File: src/rtl/ddr4_sref_sequencer.sv
// Self-refresh sequencer for up to NUM_CH DDR4 controllers: masked entry
// (parallel or one channel at a time), acknowledge and calibration timeouts,
// and exit with optional calibration restore.
module ddr4_sref_sequencer #(
    parameter int unsigned NUM_CH      = 3,
    parameter int unsigned SEQ_ENTRY   = 0,
    parameter int unsigned RESTORE_CAL = 1,
    parameter int unsigned ACK_TIMEOUT = 65535,
    parameter int unsigned CAL_TIMEOUT = 4194303
) (
    input  logic              CLK_IN_250M,
    input  logic              sys_rst,
    input  logic              sref_enter_req,
    input  logic              sref_exit_req,
    input  logic              clear_err,
    input  logic [NUM_CH-1:0] ch_mask,
    input  logic [NUM_CH-1:0] app_sref_ack,
    input  logic [NUM_CH-1:0] init_calib_complete,
    output logic [NUM_CH-1:0] app_sref_req,
    output logic [NUM_CH-1:0] app_mem_init_skip,
    output logic [NUM_CH-1:0] app_xsdb_select,
    output logic [NUM_CH-1:0] app_restore_complete,
    output logic              busy,
    output logic              in_sref,
    output logic              done,
    output logic              err,
    output logic [NUM_CH-1:0] err_ch
);

    localparam int unsigned MAX_TO = (ACK_TIMEOUT > CAL_TIMEOUT) ? ACK_TIMEOUT : CAL_TIMEOUT;
    localparam int unsigned CNT_W  = $clog2(MAX_TO + 1);

    localparam logic [2:0] S_IDLE     = 3'd0;
    localparam logic [2:0] S_ENTER    = 3'd1;
    localparam logic [2:0] S_WAIT_ACK = 3'd2;
    localparam logic [2:0] S_IN_SREF  = 3'd3;
    localparam logic [2:0] S_EXIT     = 3'd4;
    localparam logic [2:0] S_WAIT_CAL = 3'd5;
    localparam logic [2:0] S_RESTORE  = 3'd6;
    localparam logic [2:0] S_ERROR    = 3'd7;

    logic [2:0]        state, state_nxt;
    logic [NUM_CH-1:0] ack_meta, ack_s, cal_meta, cal_s;
    logic [NUM_CH-1:0] act_mask, act_mask_nxt;
    logic [NUM_CH-1:0] cur_bit, cur_bit_nxt;
    logic [CNT_W-1:0]  cnt, cnt_nxt;
    logic [NUM_CH-1:0] unserviced, next_bit;
    logic [NUM_CH-1:0] req_nxt, skip_nxt, xsdb_nxt, rc_nxt, err_ch_nxt;
    logic              busy_nxt, in_sref_nxt, done_nxt, err_nxt;

    // One-hot of the lowest set bit (all zero when v is zero).
    function automatic logic [NUM_CH-1:0] lowest_bit(input logic [NUM_CH-1:0] v);
        logic [NUM_CH-1:0] res;
        logic              found;
        res   = '0;
        found = 1'b0;
        for (int i = 0; i < int'(NUM_CH); i++) begin
            if (v[i] && !found) begin
                res[i] = 1'b1;
                found  = 1'b1;
            end
        end
        return res;
    endfunction

    assign unserviced = act_mask & ~app_sref_req;
    assign next_bit   = lowest_bit(unserviced);

    // Two-flop synchronisers for the controller status inputs.
    always_ff @(posedge CLK_IN_250M or posedge sys_rst) begin
        if (sys_rst) begin
            ack_meta <= '0;
            ack_s    <= '0;
            cal_meta <= '0;
            cal_s    <= '0;
        end else begin
            ack_meta <= app_sref_ack;
            ack_s    <= ack_meta;
            cal_meta <= init_calib_complete;
            cal_s    <= cal_meta;
        end
    end

    // State register.
    always_ff @(posedge CLK_IN_250M or posedge sys_rst) begin
        if (sys_rst) begin
            state <= S_IDLE;
        end else begin
            state <= state_nxt;
        end
    end

    // Next state, datapath and next output values. cur_bit is the channel set
    // being waited on: the whole mask in parallel mode, one bit in sequential
    // mode, so both modes share the WAIT_ACK completion test. restore_complete
    // and done are loaded on the way into RESTORE so they appear the cycle
    // after the final synchronised calib_complete.
    always_comb begin
        state_nxt    = state;
        act_mask_nxt = act_mask;
        cur_bit_nxt  = cur_bit;
        cnt_nxt      = cnt;
        req_nxt      = app_sref_req;
        skip_nxt     = app_mem_init_skip;
        xsdb_nxt     = app_xsdb_select;
        rc_nxt       = app_restore_complete;
        err_ch_nxt   = err_ch;
        done_nxt     = 1'b0;

        case (state)
            S_IDLE: begin
                if (sref_enter_req && (ch_mask != '0)) begin
                    act_mask_nxt = ch_mask;
                    skip_nxt     = '0;
                    xsdb_nxt     = '0;
                    rc_nxt       = '0;
                    state_nxt    = S_ENTER;
                end
            end
            S_ENTER: begin
                if (SEQ_ENTRY != 0) begin
                    cur_bit_nxt = next_bit;
                    req_nxt     = app_sref_req | next_bit;
                end else begin
                    cur_bit_nxt = act_mask;
                    req_nxt     = act_mask;
                end
                cnt_nxt   = CNT_W'(ACK_TIMEOUT);
                state_nxt = S_WAIT_ACK;
            end
            S_WAIT_ACK: begin
                if ((ack_s & cur_bit) == cur_bit) begin
                    if (unserviced == '0) begin
                        done_nxt  = 1'b1;
                        state_nxt = S_IN_SREF;
                    end else begin
                        state_nxt = S_ENTER;
                    end
                end else if (cnt == '0) begin
                    err_ch_nxt = app_sref_req & ~ack_s;
                    req_nxt    = '0;
                    state_nxt  = S_ERROR;
                end else begin
                    cnt_nxt = cnt - CNT_W'(1);
                end
            end
            S_IN_SREF: begin
                if (sref_exit_req) begin
                    state_nxt = S_EXIT;
                end
            end
            S_EXIT: begin
                req_nxt = app_sref_req & ~act_mask;
                if (RESTORE_CAL != 0) begin
                    skip_nxt = act_mask;
                    xsdb_nxt = act_mask;
                end
                cnt_nxt   = CNT_W'(CAL_TIMEOUT);
                state_nxt = S_WAIT_CAL;
            end
            S_WAIT_CAL: begin
                if ((cal_s & act_mask) == act_mask) begin
                    rc_nxt    = act_mask;
                    done_nxt  = 1'b1;
                    state_nxt = S_RESTORE;
                end else if (cnt == '0) begin
                    err_ch_nxt = act_mask & ~cal_s;
                    state_nxt  = S_ERROR;
                end else begin
                    cnt_nxt = cnt - CNT_W'(1);
                end
            end
            S_RESTORE: begin
                state_nxt = S_IDLE;
            end
            S_ERROR: begin
                if (clear_err) begin
                    err_ch_nxt = '0;
                    state_nxt  = S_IDLE;
                end
            end
            default: begin
                state_nxt = S_IDLE;
            end
        endcase

        busy_nxt    = (state_nxt != S_IDLE) && (state_nxt != S_IN_SREF) && (state_nxt != S_ERROR);
        in_sref_nxt = (state_nxt == S_IN_SREF);
        err_nxt     = (state_nxt == S_ERROR);
    end

    // Datapath and registered outputs.
    always_ff @(posedge CLK_IN_250M or posedge sys_rst) begin
        if (sys_rst) begin
            act_mask             <= '0;
            cur_bit              <= '0;
            cnt                  <= '0;
            app_sref_req         <= '0;
            app_mem_init_skip    <= '0;
            app_xsdb_select      <= '0;
            app_restore_complete <= '0;
            err_ch               <= '0;
            busy                 <= 1'b0;
            in_sref              <= 1'b0;
            done                 <= 1'b0;
            err                  <= 1'b0;
        end else begin
            act_mask             <= act_mask_nxt;
            cur_bit              <= cur_bit_nxt;
            cnt                  <= cnt_nxt;
            app_sref_req         <= req_nxt;
            app_mem_init_skip    <= skip_nxt;
            app_xsdb_select      <= xsdb_nxt;
            app_restore_complete <= rc_nxt;
            err_ch               <= err_ch_nxt;
            busy                 <= busy_nxt;
            in_sref              <= in_sref_nxt;
            done                 <= done_nxt;
            err                  <= err_nxt;
        end
    end

endmodule

File: config.mk
export PLATFORM = sky130hd
export DESIGN_NAME = ddr4_sref_sequencer
export DESIGN_NICKNAME = d
export VERILOG_FILES = /design/src/rtl/ddr4_sref_sequencer.sv
export SDC_FILE = /design/constraint.sdc
export NUM_CORES = 1
export LEC_CHECK = 0
export CAP_MARGIN = 20
export CORE_UTILIZATION = 50
export DETAILED_ROUTE_END_ITERATION = 8
export PLACE_DENSITY = 0.77
export SYNTH_ARGS = -nofsm -noshare
export SYNTH_HDL_FRONTEND = slang
export SYNTH_SLANG_ARGS = --single-unit
File: constraint.sdc
create_clock -name CLK_IN_250M -period 3.85 [get_ports CLK_IN_250M]
set_input_delay 0.385 -clock CLK_IN_250M [delete_from_list [all_inputs] [get_ports CLK_IN_250M]]
set_output_delay 0.385 -clock CLK_IN_250M [all_outputs]
set_load 0.02 [all_outputs]
==> flow_metrics.env, run 1 <==
export IMPL_io_pins=33
export IMPL_die_area_um2=6480
export IMPL_synth_distinct_cells=59
export IMPL_powerDensity_nw_per_um2=746
export IMPL_mostFrequentLayoutCells="59 x dfrtp_1, 35 x nand2_1, 32 x clkdlybuf4s50_1"
export IMPL_drv_cap=0
export IMPL_p_leak_nw=1.42
export IMPL_rr_startpoint="state[2]$_DFF_PP0_"
export IMPL_clock_sinks=59
export IMPL_stdcell_count=418
export IMPL_track_usage_pct=24.4
export IMPL_hold_viol=0
export IMPL_insertion_delay_ns=0.35
export IMPL_multiInputGateArea_um2=1430
export IMPL_num_rows=28
export IMPL_die_w_um=80.5
export IMPL_r2r_cells=5
export IMPL_cts_setup_buffers=0
export IMPL_crit_arrival_ns=2.84
export IMPL_async_flop_share_pct=100
export IMPL_ys_seq_area_share_pct=47.9
export IMPL_yosysWarnings=0
export IMPL_synthesis_nets=327
export IMPL_nets=354
export IMPL_hold_end="ack_s[2]$_DFF_PP0_"
export IMPL_fmax_ghz=0.389
export IMPL_io_buffers=32
export IMPL_cts_hold_buffers=0
export IMPL_drt_iter0_markers=193
export IMPL_avgSynthCellArea_um2=9.90
export IMPL_worstPathRequired_ns=4.12
export IMPL_cts_tree="yes"
export IMPL_synth_ff_type="dfrtp_1"
export IMPL_seq_area_um2=1480
export IMPL_vias_per_cell=6.24
export IMPL_diodes=0
export IMPL_netlist_instances=311
export IMPL_crit_slowest_cell="and4_1"
export IMPL_hp_start="ack_meta[2]$_DFF_PP0_"
export IMPL_synth_seq_cells=59
export IMPL_h_tree_depth=3
export IMPL_critPathCaptureType="flop"
export IMPL_fin_tns_setup_ns=0
export IMPL_ff2ff_setup_slack_ns=1.28
export IMPL_synth_area_um2=3080
export IMPL_cts_path_max_buffers=2
export IMPL_crit_type="reg2reg"
export IMPL_start_kind="flop"
export IMPL_num_fill_cells=496
export IMPL_final_common_cell="dfrtp_1"
export IMPL_wl_per_cell_um=16.8
export IMPL_antenna_found_initial=0
export IMPL_cts_resized=0
export IMPL_drt_antenna_violating_nets=0
export IMPL_fp_dieH_um=80.5
export IMPL_crit_path_cell_trace="or3b_4, nand2_1, and4_1, nor3_1, a31oi_1"
export IMPL_drive_above_1_share_pct=13.1
export IMPL_drt_pass1_iter_count=5
export IMPL_grt_pass1_wl_mm=11.7
export IMPL_initial_core_util_pct=52.0
export IMPL_hold_class="reg2reg"
export IMPL_dp_final_hpwl_mm=4.88
export IMPL_cts_root_buf="clkbuf_8"
export IMPL_core_area_um2=5920
export IMPL_drc_errors=0
export IMPL_area_growth_syn_to_layout_pct=16.5
export IMPL_grt_pass1_vias=2474
export IMPL_cp_max_fo=19
export IMPL_setup_viol=0
export IMPL_timing_rr_end="cnt[6]$_DFFE_PP0P_"
export IMPL_holdPathStages=0
export IMPL_wl_mm=7.04
export IMPL_slew_violations=0
export IMPL_synth_edf_count=0
export IMPL_dp_cells=402
export IMPL_cts_buffers=9
export IMPL_ir_drop_mv=0.576
export IMPL_period_share_pct=66.8
export IMPL_max_slew_margin_pct=36.1
export IMPL_status="complete, no violations"
export IMPL_worst_slew_pin_slew_ns=0.956
export IMPL_overflow=0
export IMPL_grt_max_degree=34
export IMPL_gp_congestion=0.824
export IMPL_period_needed_ns=2.57
export IMPL_vias=2607
export IMPL_rsz0062_at_grt="false"
export IMPL_slowest_delay_ns=0.73
export IMPL_clock_skew_ns=0.00411
export IMPL_clk_pin_slew_ns=0.07
layout make-up:
type / instances / share of cell area, %
Tap cell: 75 / 2.62
Clock buffer: 9 / 3.45
Timing Repair Buffer: 34 / 9.34
Inverter: 12 / 1.26
Multi-Input combinational cell: 222 / 39.9
Clock inverter: 7 / 2.34
Sequential cell: 59 / 41.1
where the power goes:
part / switching (mW) / internal, mW / total (mW)
Clock: 0.279 / 0.310 / 0.589
Sequential: 0.169 / 0.774 / 0.943
Combinational: 0.674 / 0.470 / 1.14
cell usage after synthesis (2+ instances only):
cell      instances  area, µm²
a21oi_1           5       25.0
a22o_1            4       35.0
a31oi_1          18        113
a41oi_1           2       17.5
and2_1            4       25.0
and4_1            5       43.8
buf_2             4       20.0
buf_4             3       22.5
clkbuf_1          5       18.8
clkbuf_8          3       41.3
dfrtp_1          59       1480
ha_1              2       25.0
inv_1            12       45.0
mux2_2            7       78.8
mux2i_1           2       20.0
nand2_1          35        131
nand2b_1          4       25.0
nand3_1          11       55.1
nand3b_1          2       15.0
nand4_1           2       12.5
nor2_1           17       63.8
nor3_1           14       70.1
nor3b_1           3       22.5
nor4_1            4       25.0
o21a_1            2       15.0
o21ai_0          17       85.1
o21bai_1          3       22.5
o22ai_1           3       18.8
o31a_1            2       17.5
o31ai_1          11       82.6
o32ai_1           4       35.0
or2_2             3       18.8
or2b_2            5       43.8
or3_2             2       15.0
or4_1             7       52.6
or4_4             2       22.5
state kept, by name (all words and copies together) (netlist names):
| register | flops |
|---|---|
| app_xsdb_select | 3 |
| ack_meta | 3 |
| state | 3 |
| done | 1 |
| cnt | 22 |
| err | 1 |
| cal_meta | 3 |
| busy | 1 |
| cal_s | 3 |
| app_sref_req | 3 |
| act_mask | 3 |
| app_restore_complete | 3 |
| in_sref | 1 |
| err_ch | 3 |
| ack_s | 3 |
| cur_bit | 3 |
how the worst max path moves through the flow:
stage                  startpoint               endpoint  slack, ns  depth (start not counted)
4_1_cts        cnt[7]$_DFFE_PP0P_     cnt[6]$_DFFE_PP0P_       1.30                          5
5_1_grt        state[2]$_DFF_PP0_    cnt[17]$_DFFE_PP0P_       1.04                          5
6_report       state[2]$_DFF_PP0_     cnt[6]$_DFFE_PP0P_       1.28                          5
3_3_place_gp       sref_enter_req         busy$_DFF_PP0_       1.30                          7
3_5_place_dp           ch_mask[1]         busy$_DFF_PP0_       1.22                          6
2_1_floorplan  cnt[0]$_DFFE_PP0P_  err_ch[0]$_DFFE_PP0P_       1.55                          7
metal layers:
layer | track usage, % | part of all wire [%] | up-vias
li1 | - | - | 1214
met1 | 28.8 | 42 | 1297
met2 | 41.0 | 51 | 84
met3 | 7.73 | 5.6 | 12
met4 | 9.46 | 1.5 | 0
met5 | 0 | 0 | -
per-stage QoR:
step / util, % / setup WS [ns] / total power, mW / instance area (µm²) / hold slack (ns)
2_1_floorplan: - / 1.55 / 1.77 / 3080 / 0.331
3_3_place_gp: 57.1 / 1.30 / 2.05 / 3380 / 0.332
3_5_place_dp: 57.1 / 1.22 / 2.08 / 3380 / 0.337
4_1_cts: 60.6 / 1.30 / 2.67 / 3590 / 0.354
5_1_grt: 60.6 / 1.04 / 2.86 / 3590 / 0.361
6_report: 60.6 / 1.28 / 2.68 / 3590 / 0.352
worst max-delay path: cells and delay by family (launching register included):
family	cells	cell delay, ns
flops	1	0.56
compound gates	1	0.21
simple gates	4	1.72
cell families (layout without fill, tap and decap cells):
kind of cell    Yosys count  after routing  synth area share [%]
simple gates            130            130                  24.1
compound gates           81             81                  18.3
fa+ha+maj                 2              2                 0.812
mux                       9              9                  3.21
flops                    59             59                  47.9
buf+inv                  30             62                  5.65
(Power assumes the default switching activity.)
==> run 2, diff against run 1 <==
Clock period 3.85 ns to 2.6 ns, I/O delays scaled along.
==> flow_metrics.env, run 2 (synthesis results as in run 1) <==
export IMPL_drv_cap=0
export IMPL_clock_skew_ns=0.00786
export IMPL_drt_pass1_iter_count=4
export IMPL_antenna_found_initial=0
export IMPL_hold_viol=0
export IMPL_start_kind="flop"
export IMPL_dp_final_hpwl_mm=5.18
export IMPL_overflow=0
export IMPL_fmax_ghz=0.408
export IMPL_io_pins=33
export IMPL_cts_tree="yes"
export IMPL_die_w_um=80.5
export IMPL_cts_resized=0
export IMPL_crit_arrival_ns=2.68
export IMPL_nets=376
export IMPL_powerDensity_nw_per_um2=1140
export IMPL_mostFrequentLayoutCells="59 x dfrtp_1, 35 x nand2_1, 32 x clkdlybuf4s50_1"
export IMPL_drt_antenna_violating_nets=0
export IMPL_num_rows=28
export IMPL_grt_pass1_wl_mm=11.9
export IMPL_worstPathRequired_ns=2.83
export IMPL_drive_above_1_share_pct=18.4
export IMPL_drt_iter0_markers=178
export IMPL_slowest_delay_ns=0.56
export IMPL_area_growth_syn_to_layout_pct=23.5
export IMPL_diodes=0
export IMPL_total_power_mw=4.32
export IMPL_wl_per_cell_um=16.3
export IMPL_critPathCaptureType="flop"
export IMPL_fin_util_pct=64.3
export IMPL_final_common_cell="dfrtp_1"
export IMPL_vias_per_cell=6.04
export IMPL_h_tree_depth=3
export IMPL_vias=2659
export IMPL_post_place_ws_ns=0.162
export IMPL_grt_use_met2_pct=40.3
export IMPL_core_area_um2=5920
export IMPL_stdcell_count=440
export IMPL_cts_setup_buffers=0
export IMPL_clk_pin_slew_ns=0.07
export IMPL_setup_viol=0
export IMPL_largest_register_ffs=22
export IMPL_fp_dieH_um=80.5
export IMPL_status="complete, no violations"
export IMPL_grt_pass1_vias=2537
export IMPL_period_needed_ns=2.45
export IMPL_grt_met3_usage_pct=5.80
export IMPL_io_buffers=32
export IMPL_gp_congestion=0.854
export IMPL_clock_sinks=59
export IMPL_cts_buffers=9
export IMPL_use_met1_pct=29.9
export IMPL_cts_root_buf="clkbuf_8"
export IMPL_rsz0062_at_grt="false"
export IMPL_crit_path_cell_trace="inv_1, ha_1, or4b_4, or4_4, nor2_4, o22a_2, mux2_2"
export IMPL_grt_max_degree=31
export IMPL_regMostFlops="cnt"
export IMPL_crit_slowest_cell="or4_4"
export IMPL_crit_type="reg2reg"
export IMPL_wl_mm=7.17
export IMPL_cts_hold_buffers=0
export IMPL_slew_violations=0
export IMPL_period_share_pct=94.3
export IMPL_hold_class="in2async"
export IMPL_worst_slew_pin_slew_ns=0.841
export IMPL_die_area_um2=6480
export IMPL_cp_max_fo=5
export IMPL_insertion_delay_ns=0.35
export IMPL_initial_core_util_pct=52.0
export IMPL_fin_ws_ns=0.148
export IMPL_p_leak_nw=1.55
export IMPL_ir_drop_mv=0.682
export IMPL_drc_errors=0
export IMPL_dp_cells=423
export IMPL_num_fill_cells=473
export IMPL_max_slew_margin_pct=43.8
export IMPL_track_usage_pct=24.6
export IMPL_seq_area_um2=1480
export IMPL_grt_busiest_layer="met2"
export IMPL_cts_path_max_buffers=2
export IMPL_fin_tns_setup_ns=0
export IMPL_multiInputGateArea_um2=1430
==> run 2: cell types whose count changed in the layout (fill, tap and decap cells not counted), sizes merged <==
cell,previous run,this run
bufinv,1,2
clkinv,1,0
buf,2,24
clkbuf,9,13
inv,16,12
==> run 2: critical path: cells and delay by family (launching register included) <==
| kind | cells | cell delay [ns] |
|---|---|---|
| buf+inv | 1 | 0.11 |
| simple gates | 3 | 1.16 |
| mux | 1 | 0.33 |
| compound gates | 1 | 0.18 |
| flops | 1 | 0.38 |
| fa+ha+maj | 1 | 0.17 |
==> run 2: layer usage <==
layer	up-vias	share of wire, %
met3	16	5.0
li1	1264	-
met4	0	2.1
met1	1297	44
met2	82	49
met5	-	0
==> run 2: layout make-up <==
type,instances,share of cell area (%)
multi-input cells,222,37.6
flip-flops and latches,59,38.8
inverters,12,1.18
repair buffers,56,13.5
well taps,75,2.47
clock buffers,13,4.70
clock inverters,3,1.78
==> run 2: where the power goes <==
group | switching (mW) | internal, mW
Sequential | 0.179 | 1.15
Combinational | 1.12 | 0.861
Clock | 0.366 | 0.644
==> run 2: worst paths after layout <==
| check | startpoint | to | slack [ns] | cells past startpoint |
|---|---|---|---|---|
| worst max-delay path | cnt[0]$_DFFE_PP0P_ | err_ch[0]$_DFFE_PP0P_ | 0.15 | 7 |
| worst min-delay path | sys_rst | act_mask[1]$_DFFE_PP0P_ | 0.32 | 2 |
| worst max register to register | cnt[0]$_DFFE_PP0P_ | err_ch[0]$_DFFE_PP0P_ | 0.15 | 7 |
| worst min register to register | ack_meta[1]$_DFF_PP0_ | ack_s[1]$_DFF_PP0_ | 0.35 | 0 |
| max in group asynchronous | sys_rst | state[1]$_DFF_PP0_ | 1.70 | 3 |
| min in group CLK_IN_250M | ack_meta[1]$_DFF_PP0_ | ack_s[1]$_DFF_PP0_ | 0.35 | 0 |
==> run 2: metrics by stage <==
stage | hold slack (ns) | area (µm²)
after floorplan | 0.291 | 3080
after global routing | 0.347 | 3800
final | 0.323 | 3800
after CTS | 0.339 | 3800
after global placement | 0.331 | 3550
after detailed placement | 0.337 | 3550
